==> src/rtl/signed_seq_divider.sv <==
// Signed sequential restoring divider: 2*WIDTH-bit dividend / WIDTH-bit divisor, truncating toward zero.
// Optional macro DIV_ZERO_DETECT_EN adds a divide-by-zero fast path and the dz flag.
module signed_seq_divider #(
  parameter int WIDTH = 4
) (
  input  logic               clk,
  input  logic               rst,
  input  logic               start,
  input  logic [2*WIDTH-1:0] dividend,
  input  logic [WIDTH-1:0]   divisor,
  output logic               busy,
  output logic               done,
  output logic [2*WIDTH-1:0] quotient,
  output logic [WIDTH-1:0]   remainder,
  output logic               ovf,
  output logic               dz
);

  localparam int DW = 2 * WIDTH;
  localparam int MW = DW + 1;
  localparam int CW = (DW > 2) ? $clog2(DW) : 1;

  localparam logic [1:0] IDLE = 2'd0;
  localparam logic [1:0] RUN  = 2'd1;
  localparam logic [1:0] FIX  = 2'd2;
  localparam logic [1:0] DONE = 2'd3;

  // Magnitude of the most negative dividend, only reachable from -2^(DW-1).
  localparam logic [MW-1:0] MIN_MAG   = {2'b01, {(DW-1){1'b0}}};
  localparam logic [CW-1:0] LAST_STEP = CW'(DW - 1);

  logic [1:0]       state_q, state_d;
  logic [CW-1:0]    cnt_q, cnt_d;
  logic [DW-1:0]    dq_q, dq_d;
  logic [MW-1:0]    rem_q, rem_d;
  logic [MW-1:0]    dsr_mag_q, dsr_mag_d;
  logic             sign_diff_q, sign_diff_d;
  logic             dvd_neg_q, dvd_neg_d;
  logic             ovf_pend_q, ovf_pend_d;
  logic [DW-1:0]    quotient_q, quotient_d;
  logic [WIDTH-1:0] remainder_q, remainder_d;
  logic             ovf_q, ovf_d;
  logic             done_q, done_d;
`ifdef DIV_ZERO_DETECT_EN
  logic             dz_pend_q, dz_pend_d;
  logic [WIDTH-1:0] dvd_lo_q, dvd_lo_d;
  logic             dz_q, dz_d;
`endif

  logic [MW-1:0]    dvd_ext, dvd_mag;
  logic [MW-1:0]    dsr_ext, dsr_mag;
  logic [MW:0]      rem_sh;
  logic             step_ge;
  logic [MW-1:0]    rem_step;
  logic [DW-1:0]    quot_fix;
  logic [WIDTH-1:0] rem_fix;

  assign dvd_ext = {dividend[DW-1], dividend};
  assign dvd_mag = dividend[DW-1] ? -dvd_ext : dvd_ext;
  assign dsr_ext = {{(MW-WIDTH){divisor[WIDTH-1]}}, divisor};
  assign dsr_mag = divisor[WIDTH-1] ? -dsr_ext : dsr_ext;

  // One restoring step: the dividend bits shift out of dq_q's top while quotient bits enter its bottom.
  assign rem_sh   = {rem_q, dq_q[DW-1]};
  assign step_ge  = (rem_sh >= {1'b0, dsr_mag_q});
  assign rem_step = step_ge ? MW'(rem_sh - {1'b0, dsr_mag_q}) : rem_sh[MW-1:0];

  assign quot_fix = sign_diff_q ? -dq_q : dq_q;
  assign rem_fix  = dvd_neg_q ? -rem_q[WIDTH-1:0] : rem_q[WIDTH-1:0];

  always_comb begin
    state_d     = state_q;
    cnt_d       = cnt_q;
    dq_d        = dq_q;
    rem_d       = rem_q;
    dsr_mag_d   = dsr_mag_q;
    sign_diff_d = sign_diff_q;
    dvd_neg_d   = dvd_neg_q;
    ovf_pend_d  = ovf_pend_q;
    quotient_d  = quotient_q;
    remainder_d = remainder_q;
    ovf_d       = ovf_q;
    done_d      = 1'b0;
`ifdef DIV_ZERO_DETECT_EN
    dz_pend_d   = dz_pend_q;
    dvd_lo_d    = dvd_lo_q;
    dz_d        = dz_q;
`endif
    case (state_q)
      IDLE: begin
        if (start) begin
          dq_d        = dvd_mag[DW-1:0];
          rem_d       = '0;
          dsr_mag_d   = dsr_mag;
          sign_diff_d = dividend[DW-1] ^ divisor[WIDTH-1];
          dvd_neg_d   = dividend[DW-1];
          ovf_pend_d  = dividend[DW-1] && (dvd_mag == MIN_MAG) && (divisor == '1);
          cnt_d       = '0;
          state_d     = RUN;
`ifdef DIV_ZERO_DETECT_EN
          dz_pend_d   = (divisor == '0);
          dvd_lo_d    = dividend[WIDTH-1:0];
          if (divisor == '0) begin
            state_d = FIX;
          end
`endif
        end
      end
      RUN: begin
        dq_d  = {dq_q[DW-2:0], step_ge};
        rem_d = rem_step;
        cnt_d = cnt_q + CW'(1);
        if (cnt_q == LAST_STEP) begin
          state_d = FIX;
        end
      end
      FIX: begin
        quotient_d  = quot_fix;
        remainder_d = rem_fix;
        ovf_d       = ovf_pend_q;
`ifdef DIV_ZERO_DETECT_EN
        dz_d        = dz_pend_q;
        if (dz_pend_q) begin
          quotient_d  = '1;
          remainder_d = dvd_lo_q;
          ovf_d       = 1'b0;
        end
`endif
        state_d = DONE;
      end
      DONE: begin
        // The pulse is registered, so it appears in the cycle the FSM is back in IDLE.
        done_d  = 1'b1;
        state_d = IDLE;
      end
      default: state_d = IDLE;
    endcase
  end

  always_ff @(posedge clk) begin
    if (rst) begin
      state_q     <= IDLE;
      cnt_q       <= '0;
      dq_q        <= '0;
      rem_q       <= '0;
      dsr_mag_q   <= '0;
      sign_diff_q <= 1'b0;
      dvd_neg_q   <= 1'b0;
      ovf_pend_q  <= 1'b0;
      quotient_q  <= '0;
      remainder_q <= '0;
      ovf_q       <= 1'b0;
      done_q      <= 1'b0;
`ifdef DIV_ZERO_DETECT_EN
      dz_pend_q   <= 1'b0;
      dvd_lo_q    <= '0;
      dz_q        <= 1'b0;
`endif
    end else begin
      state_q     <= state_d;
      cnt_q       <= cnt_d;
      dq_q        <= dq_d;
      rem_q       <= rem_d;
      dsr_mag_q   <= dsr_mag_d;
      sign_diff_q <= sign_diff_d;
      dvd_neg_q   <= dvd_neg_d;
      ovf_pend_q  <= ovf_pend_d;
      quotient_q  <= quotient_d;
      remainder_q <= remainder_d;
      ovf_q       <= ovf_d;
      done_q      <= done_d;
`ifdef DIV_ZERO_DETECT_EN
      dz_pend_q   <= dz_pend_d;
      dvd_lo_q    <= dvd_lo_d;
      dz_q        <= dz_d;
`endif
    end
  end

  assign busy      = (state_q == RUN) || (state_q == FIX);
  assign done      = done_q;
  assign quotient  = quotient_q;
  assign remainder = remainder_q;
  assign ovf       = ovf_q;
`ifdef DIV_ZERO_DETECT_EN
  assign dz        = dz_q;
`else
  assign dz        = 1'b0;
`endif

endmodule

==> config.mk <==
export PLATFORM = sky130hd
export DESIGN_NAME = signed_seq_divider
export DESIGN_NICKNAME = d
export VERILOG_FILES = /design/src/rtl/signed_seq_divider.sv
export SDC_FILE = /design/constraint.sdc
export NUM_CORES = 1
export LEC_CHECK = 0
export ABC_AREA = 1
export CAP_MARGIN = 20
export CORE_UTILIZATION = 50
export DETAILED_ROUTE_END_ITERATION = 8
export PLACE_DENSITY = 0.73
export SLEW_MARGIN = 20
export SYNTH_ARGS = -nofsm -noshare
export SYNTH_HDL_FRONTEND = slang
export SYNTH_SLANG_ARGS = --single-unit
export TNS_END_PERCENT = 5
==> constraint.sdc <==
create_clock -name clk -period 2 [get_ports clk]
set_input_delay 0.2 -clock clk [delete_from_list [all_inputs] [get_ports clk]]
set_output_delay 0.2 -clock clk [all_outputs]
set_load 0.02 [all_outputs]
==> flow_metrics.tcl <==
set metrics [dict create \
    run_status "finished clean" \
    ctsLongestPathBuffers 2 \
    max-slew-margin-rel 0.5706 \
    ys_seq_area_frac 0.3255 \
    grt_pass1_wl_um 10700 \
    synth.cells.most_frequent "nand2_1, inv_1, dfxtp_1, a21oi_1, nand3_1" \
    pwr-share-clk 0.103 \
    prevailing_post_synth_register_cell "dfxtp_1" \
    clk_pin_slew_ns 0.09 \
    cts_max_level 2 \
    area_growth_syn_to_layout_pct 15.58 \
    die_height_um 78.03 \
    power.share.sequential 0.225 \
    synth_most_common_cell "nand2_1" \
    post_drt_via_cell_ratio 5.081 \
    drtAntennaViolNets 0 \
    grt_setup_unrepaired "no" \
    wl_per_cell_um 12.04 \
    final.setup.worst_slack_ns 0.1377 \
    setup.worst_path.class "flip-flop to flip-flop" \
    pwr_density_cell_nw_per_um2 1970 \
    async_reset_ff_frac 0 \
    ys_ff_latch 47 \
    grt_start_max_net_pins 27 \
    final.period_utilization 0.9312 \
    total_power_mw 6.582 \
    top_level_ports 31 \
    clock_insertion_delay_worst_skew_ns 0.30 \
    cts.sinks 47 \
    worst_hold_path_type "flip-flop to flip-flop" \
    n_antenna_cell 0 \
    mappedNetlistArea_um2 2890 \
    ir_drop_v 0.001067 \
    startpoint_type "flip-flop" \
    global_route.usage.total 0.2197 \
    std_cell_rows 27 \
    cts_root_buf "clkbuf_8" \
    numPortBuffers 29 \
    final_nets 483 \
    fill_cells 554 \
    initial_core_util 0.5217 \
    dr_total_vias 2637 \
    post_route_cells_drive_above_1_share 0.07159 \
    cap_viol_max_count 0 \
    number_of_synthesized_flops_with_an_enable_pin 0 \
    period_needed_ns 1.862 \
    worstMarginPinSlew_ns 0.6433 \
    netlist.top_cell.by_area "dfxtp_1" \
    sw_frac 0.4902 \
    p_sw_mw 3.227 \
    synth_area_per_cell_um2 6.915 \
    critPathRequiredTime_ns 2.18 \
    synth_fp_nets 454 \
    register_area_um2 940.9 \
    placement.cell_area_um2 3216 \
    critPathCaptureType "flip-flop" \
    synth_area_leaders "dfxtp_1, nand2_1, ha_1" \
    report.final.setup_viol 0 \
    die_area_um2 6089 \
    drt_iter0_markers 117 \
    finalHoldViolations 0 \
    comb_power_share 0.672 \
    grt_pass1_vias 2442 \
    gp_congestion 0.8797 \
    globalRouteOverflowTotal 0 \
    cts_made_buffers 5 \
    chipWidth_um 78.03 \
    crit_fanout 6 \
    power.internal_mw 3.355 \
    pre_cts_ws_ns 0.1384 \
    hold_buffers 0 \
    fin_hold_ws_ns 0.4564 \
    timing.reg2reg.setup_slack_ns 0.14 \
    timing.final.max_slew_violations 0 \
    worst_clock_skew_ns 0.007379 \
    synth.yosys.warnings 0 \
    tritoncts "yes" \
    finalWirelength_um 6249 \
    synthesis.instances 418 \
    dpl.hpwl_um 4774 \
    cts-resized-gates 0 \
    leakage_nw 1.560 \
    drt-pass1-iter-count 4 \
    multi_input_area_um2 1590 \
    coreArea_um2 5540 \
    synth_cell_types 35 \
    layout.cell_area.non_filler_um2 3341 \
    detail_route.drc_violations 0 \
    synth_top_area_share 0.3255 \
    number_of_antenna_violations_at_the_first_check_in_global_routing 0 \
    setup-tns-final_ns 0 \
    worst-endpoint-arrival_ns 2.04 \
    max_freq_ghz 0.5370 \
]
## flip-flops by register name, summed over array words and instances (netlist names)
register	count
dq_q	8
state_q	2
rem_q	9
ovf	1
quotient	8
dsr_mag_q	8
ovf_pend_q	1
sign_diff_q	1
dvd_neg_q	1
done	1
cnt_q	3
remainder	4
## layout by cell type, fill, tap and decap left out, types with 4 or more instances in the layout
| cell type | Yosys | routed |
|---|---|---|
| o221ai_1 | 4 | 4 |
| nand2_1 | 94 | 94 |
| o211ai_1 | 7 | 7 |
| clkbuf_8 | 0 | 5 |
| buf_4 | 2 | 9 |
| a21oi_1 | 38 | 38 |
| nand3_1 | 33 | 33 |
| xor2_1 | 8 | 8 |
| xnor2_1 | 4 | 4 |
| inv_1 | 65 | 65 |
| nor2_1 | 26 | 26 |
| dfxtp_1 | 47 | 47 |
| ha_1 | 20 | 20 |
| o21ai_0 | 19 | 19 |
| clkdlybuf4s50_1 | 0 | 29 |
| nor3_1 | 10 | 10 |
## timing repair
item | CTS | global route
setup endpoints to repair | 0 | 9
endpoints found under the hold margin | 0 | 0
buffers inserted | 0 | 3
## power by group through the flow
stage | Combinational [mW] | Sequential, mW | Clock (mW)
after floorplan | 3.34 | 1.53 | 0
after global placement | 4.08 | 1.49 | 0
after detailed placement | 4.19 | 1.50 | 0
after CTS | 4.21 | 1.48 | 0.684
after global routing | 5.03 | 1.52 | 0.720
final | 4.42 | 1.48 | 0.676
## logic make-up after synthesis
logic type,after synthesis,synth area share
buffers and inverters,85,0.1242
flip-flops,47,0.3255
AO/OA/AOI/OAI,77,0.1567
other,1,0.001297
adder cells (fa/ha/maj),21,0.09351
AND/OR/NAND/NOR,175,0.2623
XOR/XNOR,12,0.03636
## per-layer routing
metal / up-vias / GRT usage / share of wire
met5: - / 0 / 0
met4: 0 / 0.05556 / 0.0064
met3: 4 / 0.03837 / 0.046
met2: 62 / 0.3690 / 0.47
met1: 1171 / 0.2919 / 0.47
li1: 1400 / - / -
## final timing paths
path                                     to  cells after the start                       from
setup / recovery      rem_q[3]$_SDFFE_PP0P_                     11       dq_q[7]$_SDFFE_PP0P_
hold reg to reg   dsr_mag_q[7]$_SDFFE_PP0P_                      2  dsr_mag_q[7]$_SDFFE_PP0P_
hold / removal    dsr_mag_q[7]$_SDFFE_PP0P_                      2  dsr_mag_q[7]$_SDFFE_PP0P_
setup reg to reg      rem_q[3]$_SDFFE_PP0P_                     11       dq_q[7]$_SDFFE_PP0P_
## area by class of cell
cell class | count | share of cell area
tap | 72 | 0.02697
sequential | 47 | 0.2816
timing repair buffer | 38 | 0.1071
clock buffer | 6 | 0.02172
inverter | 69 | 0.07753
clock inverter | 1 | 0.008989
multi-input combinational | 286 | 0.4760
## through the flow
step                        util  instances
after detailed placement  0.5804        509
after global routing      0.6030        519
after floorplan                -        418
after CTS                 0.5989        516
final                     0.6030        519
after global placement    0.5804        509
## worst max-delay path, stage by stage (launching register included)
cell     delay, ns
dfxtp_1       0.34
inv_1         0.09
ha_1          0.14
inv_1         0.06
fa_1          0.41
nand4_1       0.13
nand2_2       0.09
nand2_4       0.11
buf_4         0.14
nand3_1       0.06
nand3_1       0.09
a21oi_1       0.07
Note: power is estimated with default switching activity, not from simulation.
==> edit (config.mk and constraints unchanged) <==
Set the parameter `WIDTH` to 8 (it was 4).
--- a/src/rtl/signed_seq_divider.sv
+++ b/src/rtl/signed_seq_divider.sv
@@ -1,7 +1,7 @@
 // Signed sequential restoring divider: 2*WIDTH-bit dividend / WIDTH-bit divisor, truncating toward zero.
 // Optional macro DIV_ZERO_DETECT_EN adds a divide-by-zero fast path and the dz flag.
 module signed_seq_divider #(
-  parameter int WIDTH = 4
+  parameter int WIDTH = 8
 ) (
   input  logic               clk,
   input  logic               rst,
Interface: changed (resized dividend, divisor, quotient and remainder); port bits go from 31 to 55. No check against the original RTL was run, so the function may have changed too.
==> edit against the original RTL <==
Sequential cell count up 38. Cell area up 110%. Area after synthesis increased by 92%. Clock skew is 0.0027 ns higher. Routed wire length rose by 140%. Worst setup slack got worse by 0.14 ns. Maximum frequency is 6.8% lower. Largest cell class unchanged.
Power is left out: the tool's default activity adds up to more than one toggle a clock period on the data nets, which glitch-free logic cannot reach.
==> edit: results (changes against the original RTL) <==
Route
  • Wirelength, routed: 14700 um (+140%)
  • Initial DRC count: 407 (+250%)
  • Metal2 WL: 6580 um (+120%)
  • M1 wire length: 7220 um (+140%)
  • First drt pass iteration count: 5 (+1)
  • DR WL met3: 677 um (+130%)

Synth
  • Synth Area in Adders: 6.45% (-2.9 points)
  • Register area share after synthesis: 30.7% (-1.9 points)
  • Compound-Gate Fraction of Synth Area: 15.3% (-0.39 points)
  • Cells after Synth: 867 (+110%)
  • Yosys cell types: 43 (+23%)
  • Mapped Nets: 922 (+100%)
  • Ranking of synthesized cells by area: dfxtp_1 (31%), nand2_1 (15%), inv_1 (8.7%)
  • Commonest cells post-synth: nand2_1 (223), inv_1 (128), dfxtp_1 (85)
  • XOR/XNOR share of the synthesized area: 3.31% (-0.32 points)

Placement
  • PortBufs: 53 (+83%)
  • Final HPWL DP: 10300 um (+110%)
  • Gp weighted congestion: 0.887 (+0.82%)
  • DP Area: 6400 sq um (+99%)
  • Setup WS pre-CTS: -0.0617 ns (-0.200 ns)

Critical path
  • Worst Reg-to-Reg Cells: 16 (+5)
  • CP max FO: 2 (-4)
  • Reg2reg end: rem_q[14]
  • Critical Path AT: 2.24 ns (+0.20 ns)
  • Setup slack, reg-to-reg: 0.002 ns (-0.14 ns)
  • Reg2reg start: dq_q[15]

Clocking
  • Clk Latency, worst-skew pair: 0.38 ns (+0.08 ns)
  • PostCTS Resize Cnt: 14 (+14)
  • H-Tree Depth: 3 (+1)
  • CTS buffer count: 9 (+4)
  • Setup bufs post-CTS: 5 (+5)

GRT
  • First-pass GRT wire length: 23700 um (+120%)
  • Met1 usage: 35.9% (+6.7 points)
  • Vias in the first global route: 5045 (+110%)
  • M3 GR Usage: 4.06% (+0.22 points)
  • Largest net degree at the start of global routing: 50 (+85%)
  • Grt met2 use: 42.2% (+5.3 points)
  • Gr usage total: 26.0% (+4.1 points)

Layout
  • Antenna diodes: 0 (unchanged)
  • Final core occ: 63.8% (+3.5 points)
  • Finished Layout Cells: 1086 (+110%)
  • Nets: 996 (+110%)
  • Fillers: 1030 (+86%)
  • Top Registers: dsr_mag_q (17), rem_q (17)
  • Layout cells sized above 1: 12.6% (+5.4 points)

Worst hold path
  • HP Start: rst
  • Hold Crit Depth: 3 (+1)
  • Hold WC Path Type: primary input to flop
  • WHS Endpoint: done

Run status
  • Status: completed

STA
  • Worst clock skew: 0.0100 ns (+0.00266 ns)
  • Final hold slack: 0.426 ns (-0.0304 ns)
  • Worst relative slew slack: 61.1% (+4.0 points)
[edit: how the worst max path moves through the flow]
stage / to / slack (ns)
6_report: rem_q[14] / 0.002
5_1_grt: rem_q[15] / -0.16
4_1_cts: rem_q[4] / -0.002
3_5_place_dp: rem_q[4] / -0.06
3_3_place_gp: rem_q[4] / -0.004
2_1_floorplan: dq_q[0] / 0.0009
[edit: critical path, cell delays in order, from the launching register on]
cell      delay (ns)
dfxtp_2         0.33
inv_2           0.07
ha_4            0.12
inv_2           0.04
fa_2            0.34
nand2_2         0.10
nand2_2         0.06
nand3_2         0.06
nand2_2         0.05
nand2_2         0.11
buf_4           0.13
buf_4           0.10
nand3b_1        0.08
nand2_1         0.08
nand2_1         0.06
nand3_1         0.07
a21oi_1         0.07
[edit: area by class of cell]
cell class	count	area share, %
Sequential cell	85	24.7
Clock inverter	4	0.434
Multi-Input combinational cell	613	49.4
Clock buffer	12	2.24
Timing Repair Buffer	97	13.3
Tap cell	140	2.53
Inverter	135	7.38
